`src/rtl/mux_rr_arbiter.sv`:
```
// Two-input round-robin arbiter with valid/ready handshakes and a registered output word.
// Drives the select line of a downstream 2:1 mux and keeps per-source grant counters.
module mux_rr_arbiter #(
    parameter int unsigned WIDTH = 8,
    parameter int unsigned CNT_W = 16
) (
    input  logic             clk,
    input  logic             rst_n,
    input  logic             a_valid,
    input  logic [WIDTH-1:0] a_data,
    output logic             a_ready,
    input  logic             b_valid,
    input  logic [WIDTH-1:0] b_data,
    output logic             b_ready,
    output logic             y_valid,
    output logic [WIDTH-1:0] y_data,
    input  logic             y_ready,
    output logic             sel,
    output logic [CNT_W-1:0] cnt_a,
    output logic [CNT_W-1:0] cnt_b
);

    typedef enum logic {StEmpty, StFull} state_e;

    state_e             state_q, state_d;
    logic               prio_q;
    logic [WIDTH-1:0]   y_data_q;
    logic               sel_q;
    logic [CNT_W-1:0]   cnt_a_q, cnt_b_q;

    logic               load;
    logic               grant_a;
    logic               grant_b;

    // prio_q: 0 favours A, 1 favours B; it only matters when both request.
    always_comb begin
        load    = (state_q == StEmpty) || y_ready;
        grant_a = load && a_valid && (!b_valid || !prio_q);
        grant_b = load && b_valid && (!a_valid || prio_q);
    end

    always_comb begin
        state_d = state_q;
        unique case (state_q)
            StEmpty: begin
                if (grant_a || grant_b) begin
                    state_d = StFull;
                end
            end
            StFull: begin
                if (y_ready) begin
                    state_d = (grant_a || grant_b) ? StFull : StEmpty;
                end
            end
            default: state_d = StEmpty;
        endcase
    end

    always_ff @(posedge clk or negedge rst_n) begin
        if (!rst_n) begin
            state_q <= StEmpty;
        end else begin
            state_q <= state_d;
        end
    end

    // Data path: only a grant moves y_data, sel, prio or the counters.
    always_ff @(posedge clk or negedge rst_n) begin
        if (!rst_n) begin
            y_data_q <= '0;
            sel_q    <= 1'b0;
            prio_q   <= 1'b0;
            cnt_a_q  <= '0;
            cnt_b_q  <= '0;
        end else if (grant_a) begin
            y_data_q <= a_data;
            sel_q    <= 1'b0;
            prio_q   <= 1'b1;
            cnt_a_q  <= cnt_a_q + CNT_W'(1);
        end else if (grant_b) begin
            y_data_q <= b_data;
            sel_q    <= 1'b1;
            prio_q   <= 1'b0;
            cnt_b_q  <= cnt_b_q + CNT_W'(1);
        end
    end

    // Readys are held low while reset is asserted, even if a source is valid.
    always_comb begin
        a_ready = rst_n && grant_a;
        b_ready = rst_n && grant_b;
        y_valid = (state_q == StFull);
        y_data  = y_data_q;
        sel     = sel_q;
        cnt_a   = cnt_a_q;
        cnt_b   = cnt_b_q;
    end

endmodule

```
`config.mk`:
```
export PLATFORM = sky130hd
export DESIGN_NAME = mux_rr_arbiter
export DESIGN_NICKNAME = d
export VERILOG_FILES = /design/src/rtl/mux_rr_arbiter.sv
export SDC_FILE = /design/constraint.sdc
export NUM_CORES = 1
export LEC_CHECK = 0
export CORE_MARGIN = 4
export CORE_UTILIZATION = 53
export CTS_BUF_LIST = sky130_fd_sc_hd__clkbuf_8 sky130_fd_sc_hd__clkbuf_16
export DETAILED_ROUTE_END_ITERATION = 12
export DONT_BUFFER_PORTS = 1
export PLACE_DENSITY = 0.76
export SETUP_SLACK_MARGIN = 0.1
export SLEW_MARGIN = 5
export SYNTH_ARGS = -nofsm -noshare
export SYNTH_HDL_FRONTEND = slang
export SYNTH_SLANG_ARGS = --single-unit
```
`constraint.sdc`:
```
create_clock -name clk -period 1.3 [get_ports clk]
set_input_delay 0.195 -clock clk [delete_from_list [all_inputs] [get_ports clk]]
set_output_delay 0.195 -clock clk [all_outputs]
set_load 0.02 [all_outputs]
```
==> results.ini, run 1 <==
[status]
status = complete, but fails checks
violations = hold timing, setup timing

[sta]
finalCriticalPeriod_ns = 1.49
setup_violations = 26
final.setup.worst_slack_ns = -0.186
fmax_mhz = 673
worst_pin_slew_ns = 0.254
whs_ns = -0.423
rsz0062_at_grt = yes
final-hold-violation-count = 43
fin_crit_sh_pct = 114
fin_setup_tns_ns = -1.70
report.final.slew_viol_count = 0
clock_skew_ns = 0.0123
relSlewSlack_pct = 83.0

[worst_setup_path]
cp.arrival_ns = 1.69
crit_required_ns = 1.51
cp-start-kind = flop
worst-path-buf-inv = 2
crit_chain = nand2b_4 > and3_4 > buf_6 > buf_6 > nand4_1 > xnor2_1
crit_type = flop to flop
critPathMaxStageDelay_ns = 0.43
critPathSlowestCell = dfrtp_2
cp_max_fo = 5
crit_path_end_kind = flop
reg2regPathDepth = 6
cpMostUsedCell = buf_6
critPathTopFamily = simple AND/OR/NAND/NOR gates
critical_path_depth = 6

[die]
ios = 65
initial_utilization_pct = 55.1
die_x_um = 69.9
die_area_mm2 = 0.00489
rows = 22
fp.dieH_um = 69.9
coreArea_mm2 = 0.00369

[power]
p_leak_nw = 1.39
ir_worst_vdd_uv = 1190
power_mw = 4.37
p_per_area_mw_per_mm2 = 1430

[routing]
routed_via_density = 5.75
antenna_left = 0
m1WireLength_um = 2430
wl_met3_um = 459
num_vias = 1770
drt-initial-drc-count = 90
met2_wirelength_um = 3020
dr.pass1.iters = 4
drc = 0
post_drt_wl_per_cell_um = 19.7
routed.top_layer = met4
routed_wl_um = 6080

[yosys]
synth_mux_area_share_pct = 0.555
synth_cells = 189
async_reset_ff_share_pct = 100
synth_top_cell_by_area = dfrtp_1
avgSynthCellArea_um2 = 10.7
synth_simple_gate_area_share_pct = 26.0
synth_top_family_by_area = simple AND/OR/NAND/NOR gates
synth_common_cells = 43 x dfrtp_1, 30 x nand2_1, 22 x xnor2_1, 17 x nor2_1, 14 x nand4_1
yosysTopAreaCellShare_pct = 53.0
synthTopCellsByArea = dfrtp_1 53%, xnor2_1 9.5%, nand2_1 5.5%, nand4_1 4.3%, xor2_1 3.5%
synth-xor-area-share_pct = 12.9
synth_fa_ha_area_share_pct = 1.23
synth_compound_area_share_pct = 3.33
synthFlopType = dfrtp_1
synth_edf_count = 0
ys_warn_count = 0
synth_seq_cells = 43
syn_area_mm2 = 0.00203
synth-seq-area-share_pct = 53.0
yosysUniqueCellTypes = 28
syn_nets = 212
yosysMostFrequentCell = dfrtp_1

[placed_design]
post-dp-hpwl_um = 3420
place_ws_ns = -0.0957
routabilityCongestion = 0.772
port_buffers = 0
postPlaceCellArea_mm2 = 0.00249

[cts]
clockBufferDepth = 2
cts_made_buffers = 5
htree_levels = 2
cts.sinks = 43
clkLatencyLatePin_ns = 0.30
clk_pin_slew_ns = 0.09
root_buffer = clkbuf_8
cts_tree = done

[finish]
design_area_mm2 = 0.00306
nets = 282
drive_above_1_share_pct = 51.5
antennaDiodeCount = 0
syn2layout_area_growth_pct = 50.7

[grt]
grt.overflow.total = 0
grt_pass1_vias = 1801
grt_pass1_wl_um = 9170
grtUsageTotal_pct = 24.0
antenna_found_initial = 0
grt_start_max_net_pins = 46

[flow_run]
drv_cap = 0

[min_path]
hold_class = primary input to asynchronous set/reset pin

[layout by cell type, fill, tap and decap left out, drive strengths merged]
| master | synthesis | layout |
|---|---|---|
| dfrtp | 43 | 43 |
| xnor2 | 22 | 22 |
| nor4b | 1 | 1 |
| nand3 | 11 | 11 |
| nand4 | 16 | 16 |
| o21a | 1 | 1 |
| nand2b | 2 | 2 |
| a21oi | 2 | 2 |
| dlygate4sd3 | 0 | 1 |
| and4 | 3 | 3 |
| nor2 | 17 | 17 |
| buf | 8 | 67 |
| clkbuf | 0 | 8 |
| nand2 | 30 | 30 |
| ha | 2 | 2 |
| a31oi | 8 | 8 |
| and2 | 3 | 3 |
| and3 | 5 | 7 |
| mux2 | 1 | 1 |
| xor2 | 8 | 8 |
| nor4 | 3 | 3 |
| inv | 1 | 2 |
| nor3 | 2 | 2 |
[sequential cells by signal, summed over array words and instances (netlist names)]
name and cells:
prio_q 1, sel 1, y_data 8, cnt_b 16, cnt_a 16, y_valid 1
[power breakdown]
group | internal [mW] | switching (mW)
registers | 1.58 | 0.324
clock network | 0.478 | 0.464
logic | 0.759 | 0.765
[metrics by stage]
| stage | std cells | util (%) |
|---|---|---|
| floorplan | 189 | - |
| global placement | 276 | 67.5 |
| detailed placement | 276 | 67.5 |
| CTS | 297 | 76.2 |
| global route | 308 | 83.0 |
| finish | 308 | 83.0 |
[layout make-up]
cell class	count	area [um^2]
timing repair buffer	69	649
inverter	1	3.75
clock inverter	1	3.75
tap	48	60.1
multi-input combinational	139	1150
clock buffer	7	96.3
fill	186	628
sequential	43	1090
[layer usage]
metal  vias up  global-route usage, %
met3        14                   9.21
met4         0                   9.79
met2        79                   37.6
met5         -                      0
li1        798                      -
met1       879                   29.7
[path summary, 6_finish.rpt]
kind	startpoint	to	slack [ns]
worst max-delay path	y_valid	cnt_a[13]	-0.19
worst min-delay path	rst_n	cnt_a[11]	-0.42
worst max register to register	y_valid	cnt_a[13]	-0.19
worst min register to register	cnt_b[5]	cnt_b[5]	0.55
max in group asynchronous	rst_n	cnt_b[3]	1.61
min in group clk	a_valid	y_valid	0.02
[cells by family (layout without fill, tap and decap cells)]
logic type,after synthesis,after routing
simple gates,93,95
flops,43,43
xor+xnor,30,30
compound gates,11,11
buf+inv,9,78
fa+ha+maj,2,2
mux,1,1
[what timing repair did]
item,4_1_cts,5_1_grt
gates resized for setup,25,33
pin swaps,26,23
hold endpoints to repair,43,44
endpoints found under the setup margin,40,48
gates cloned,3,2
setup buffers,10,10
(Power assumes the default switching activity.)
==> inputs of run 2 (changes only) <==
--- a/config.mk
+++ b/config.mk
@@ -10,7 +10,8 @@
 export CTS_BUF_LIST = sky130_fd_sc_hd__clkbuf_8 sky130_fd_sc_hd__clkbuf_16
 export DETAILED_ROUTE_END_ITERATION = 12
 export DONT_BUFFER_PORTS = 1
-export PLACE_DENSITY = 0.76
+export PLACE_DENSITY = 0.73
+export REMOVE_ABC_BUFFERS = 1
 export SETUP_SLACK_MARGIN = 0.1
 export SLEW_MARGIN = 5
 export SYNTH_ARGS = -nofsm -noshare
==> constraint.sdc (replaced) <==
create_clock -name clk -period 1.6 [get_ports clk]
set_input_delay 0.24 -clock clk [delete_from_list [all_inputs] [get_ports clk]]
set_output_delay 0.24 -clock clk [all_outputs]
set_load 0.02 [all_outputs]
==> run 2 against run 1 <==
Effect of this change: the run now ends clean; combinational power down 41%; register-to-register slack better by 0.34 ns; clock power down 35%; design area down 23%; utilization decreased by 19 points; clock skew decreased by 0.0071 ns; critical path depth is 2 lower; wire length decreased by 21%; sequential power fell by 24%.
==> results.ini, run 2 (same netlist as run 1, synthesis figures left out) <==
[status]
status = finished, final reports clean

[worst_setup_path]
crit_path_end_kind = output pin
cp-start-kind = flop
critPathSlowestCell = dfrtp_1
worst-path-buf-inv = 1
worstReg2RegStart = y_valid
crit_required_ns = 1.36
cp_max_fo = 5
critPathTopFamily = simple AND/OR/NAND/NOR gates
cp.arrival_ns = 1.27
critPathMaxStageDelay_ns = 0.41
crit_type = flop to output pin
crit_chain = nand2b_4 > buf_6 > and3_4 > and2_4
crit_start = y_valid

[power]
p_leak_nw = 1.06
p_per_area_mw_per_mm2 = 1250
ir_worst_vdd_uv = 996

[cts]
clk_pin_slew_ns = 0.08
root_buffer = clkbuf_8
cts_tree = done
cts.sinks = 43
clockBufferDepth = 2
clkLatencyLatePin_ns = 0.29
cts_made_buffers = 5
htree_levels = 2

[routing]
antenna_left = 0
drc = 0
post_drt_wl_per_cell_um = 18.1
num_vias = 1542
dr.pass1.iters = 4
routed_wl_um = 4790
drt-initial-drc-count = 60
routed_via_density = 5.82

[grt]
grtUsageTotal_pct = 20.8
grt_start_max_net_pins = 44
grt_pass1_wl_um = 8150
grt_pass1_vias = 1686
grt.overflow.total = 0
antenna_found_initial = 0

[die]
ios = 65
die_area_mm2 = 0.00489
coreArea_mm2 = 0.00369
fp.dieH_um = 69.9
initial_utilization_pct = 55.1
die_x_um = 69.9
rows = 22

[flow_run]
drv_cap = 0

[placed_design]
port_buffers = 0
routabilityCongestion = 0.733
post-dp-hpwl_um = 3480
postPlaceCellArea_mm2 = 0.00223

[sta]
relSlewSlack_pct = 66.5
fin_setup_tns_ns = 0
rsz0062_at_grt = yes
setup_violations = 0
fmax_mhz = 663
worst_pin_slew_ns = 0.502
final-hold-violation-count = 0
clock_skew_ns = 0.00527
fin_crit_sh_pct = 94.3
whs_ns = 0.0596
report.final.slew_viol_count = 0
finalCriticalPeriod_ns = 1.51

[finish]
drive_above_1_share_pct = 22.6
antennaDiodeCount = 0
finish.utilization_pct = 64.3
syn2layout_area_growth_pct = 16.8
design_area_mm2 = 0.00237
layout_commonest_cell = dfrtp_1
nets = 241
mostFrequentLayoutCells = 43 x dfrtp_1, 30 x nand2_1, 27 x buf_4

[min_path]
hold_start = b_valid
hold_class = primary input to flop

[run 2: cell count changes in the layout (fill, tap and decap cells not counted), moves of 5 or more]
cell	delta
nor2_1	+5
buf_6	-20
dfrtp_1	+13
buf_4	-16
nand2_2	-5
dfrtp_2	-13
nand2_1	+6
nand3_1	+7
[run 2: cell type report]
cell class	count	area [um^2]
fillers	313	1320
clock buffers	5	68.8
clock inverters	1	3.75
multi-input cells	137	915
repair buffers	30	244
inverters	1	3.75
well taps	48	60.1
flip-flops and latches	43	1080
[run 2: metal layers]
| metal | GRT usage, % | share of wire (%) | vias to the layer above |
|---|---|---|---|
| met3 | 6.33 | 7.1 | 12 |
| met1 | 24.9 | 38 | 764 |
| met2 | 35.6 | 53 | 60 |
| met4 | 7.02 | 1.8 | 0 |
| met5 | 0 | 0 | - |
| li1 | - | - | 706 |
[run 2: final timing paths]
path	to	slack (ns)	depth (start not counted)
setup / recovery	b_ready	0.09	4
min in group asynchronous	cnt_b[13]	0.41	2
hold reg to reg	cnt_b[6]	0.55	1
hold / removal	y_valid	0.06	2
max in group asynchronous	cnt_b[5]	0.97	2
setup reg to reg	cnt_b[1]	0.15	5
[run 2: worst register-to-register path: stages, from the launching register on]
cell and delay (ns):
dfrtp_1 0.41, nand2b_4 0.11, buf_6 0.11, and3_4 0.17, buf_4 0.18, mux2_2 0.35
[run 2: power breakdown]
part	internal [mW]	switching, mW	total (mW)
Sequential	1.26	0.199	1.46
Combinational	0.361	0.536	0.897
Clock	0.285	0.329	0.614
[run 2: repair_timing]
item | in CTS | in global routing
hold buffers | 2 | 0
pin swaps | 1 | 1
gates cloned | 0 | 0
hold endpoints to repair | 43 | 0
endpoints found under the setup margin | 2 | 8
buffers inserted | 1 | 1
gates resized for setup | 5 | 4
[run 2: through the flow]
step / total power [mW] / setup slack, ns / cells
2_1_floorplan: 1.98 / -0.149 / 181
3_3_place_gp: 2.27 / 0.169 / 255
3_5_place_dp: 2.34 / 0.124 / 255
4_1_cts: 2.99 / 0.0736 / 264
5_1_grt: 3.13 / 0.0471 / 265
6_report: 2.97 / 0.0919 / 265
==> inputs of run 3 (changes only) <==
--- a/config.mk
+++ b/config.mk
@@ -6,11 +6,11 @@
 export NUM_CORES = 1
 export LEC_CHECK = 0
 export CORE_MARGIN = 4
-export CORE_UTILIZATION = 53
+export CORE_UTILIZATION = 30
 export CTS_BUF_LIST = sky130_fd_sc_hd__clkbuf_8 sky130_fd_sc_hd__clkbuf_16
 export DETAILED_ROUTE_END_ITERATION = 12
 export DONT_BUFFER_PORTS = 1
-export PLACE_DENSITY = 0.73
+export PLACE_DENSITY = 0.49
 export REMOVE_ABC_BUFFERS = 1
 export SETUP_SLACK_MARGIN = 0.1
 export SLEW_MARGIN = 5
==> run 3 against run 2 <==
Effect of this change: register-to-register slack better by 0.05 ns; die area grew 67%; utilization down 26 points; worst hold slack worse by 0.013 ns; critical endpoint is now a_ready.
==> results.ini, run 3 (same netlist as run 1, synthesis figures left out) <==
[grt]
grtUsageTotal_pct = 12.3
grt_pass1_vias = 1546
antenna_found_initial = 0
grt_start_max_net_pins = 44
grt_pass1_wl_um = 8050
grt.overflow.total = 0

[placed_design]
port_buffers = 0
post-dp-hpwl_um = 3410
routabilityCongestion = 0.792

[routing]
dr.pass1.iters = 5
routed_via_density = 4.97
post_drt_wl_per_cell_um = 16.1
num_vias = 1471
drc = 0
routed_wl_um = 4750
antenna_left = 0
drt-initial-drc-count = 90

[finish]
nets = 243
mostFrequentLayoutCells = 42 x dfrtp_1, 30 x nand2_1, 29 x buf_4
syn2layout_area_growth_pct = 21.8
finish.utilization_pct = 38.3
layout_commonest_cell = dfrtp_1
antennaDiodeCount = 0
drive_above_1_share_pct = 24.2
fill_cells = 655

[sta]
report.final.slew_viol_count = 0
final-hold-violation-count = 0
clock_skew_ns = 0.00465
finalCriticalPeriod_ns = 1.45
fmax_mhz = 690
relSlewSlack_pct = 76.8
worst_pin_slew_ns = 0.348
setup_violations = 0
fin_crit_sh_pct = 90.6
rsz0062_at_grt = yes

[power]
ir_worst_vdd_uv = 584
p_leak_nw = 1.10
power_mw = 3.02
p_per_area_mw_per_mm2 = 1220

[worst_setup_path]
cp-start-kind = flop
cp_max_fo = 5
cp.arrival_ns = 1.21
crit_required_ns = 1.36
crit_type = flop to output pin
crit_path_end_kind = output pin

[flow_run]
drv_cap = 0

[die]
fp.dieH_um = 90.3
rows = 29
die_area_mm2 = 0.00815
initial_utilization_pct = 31.4
die_x_um = 90.3
coreArea_mm2 = 0.00646
ios = 65

[cts]
htree_levels = 2
clkLatencyLatePin_ns = 0.29
cts_made_buffers = 5
clockBufferDepth = 2
clk_pin_slew_ns = 0.07
root_buffer = clkbuf_8
cts.sinks = 43
cts_tree = done

[min_path]
hold_class = primary input to flop

[status]
status = finished, final reports clean

==> run 3: metal layers <==
layer,track usage [%],wire length (um)
met1,15.7,2020
met2,18.1,2110
met3,6.08,567
met4,4.08,57
met5,0,0
==> run 3: critical path: stages, from the launching register on <==
cell and delay, ns:
dfrtp_1 0.41, nand2b_4 0.11, and3_4 0.22, and2_4 0.18
==> run 3: timing repair <==
item | 4_1_cts | 5_1_grt
setup buffers | 2 | 1
pin swaps | 1 | 1
hold endpoints to repair | 43 | 0
endpoints found under the setup margin | 2 | 6
resized for setup | 7 | 7
hold buffers | 2 | 0
==> run 3: final cells by class <==
cell class                 instances  area (um^2)  share of cell area [%]
sequential                        43         1080                    43.6
multi-input combinational        137          948                    38.3
timing repair buffer              32          275                    11.1
tap                               77         96.3                    3.89
clock buffer                       5         68.8                    2.78
clock inverter                     1         3.75                   0.152
inverter                           1         3.75                   0.152
==> run 3: report_power, final <==
group	total [mW]	internal [mW]	switching [mW]
Combinational	0.888	0.392	0.495
Sequential	1.49	1.26	0.228
Clock	0.641	0.285	0.356
==> run 3: through the flow <==
stage                     hold slack, ns  TNS [ns]  setup WS, ns  area (um^2)  instances
after floorplan                  -0.0556    -0.410        -0.149         1970        181
after global placement           -0.0538         0         0.171         2290        285
after detailed placement         -0.0536         0         0.129         2290        285
after CTS                         0.0385         0         0.102         2430        295
after global routing              0.0319         0        0.0916         2470        296
final                             0.0464         0         0.151         2470        296
==> run 3: final timing paths <==
kind	startpoint	endpoint	slack, ns	cells past startpoint
worst max-delay path	y_valid	a_ready	0.15	3
worst min-delay path	b_valid	y_valid	0.05	2
worst max register to register	cnt_b[1]	cnt_b[14]	0.20	5
worst min register to register	cnt_b[6]	cnt_b[6]	0.52	1
max in group asynchronous	rst_n	cnt_a[1]	0.91	2
min in group asynchronous	rst_n	cnt_b[15]	0.45	2
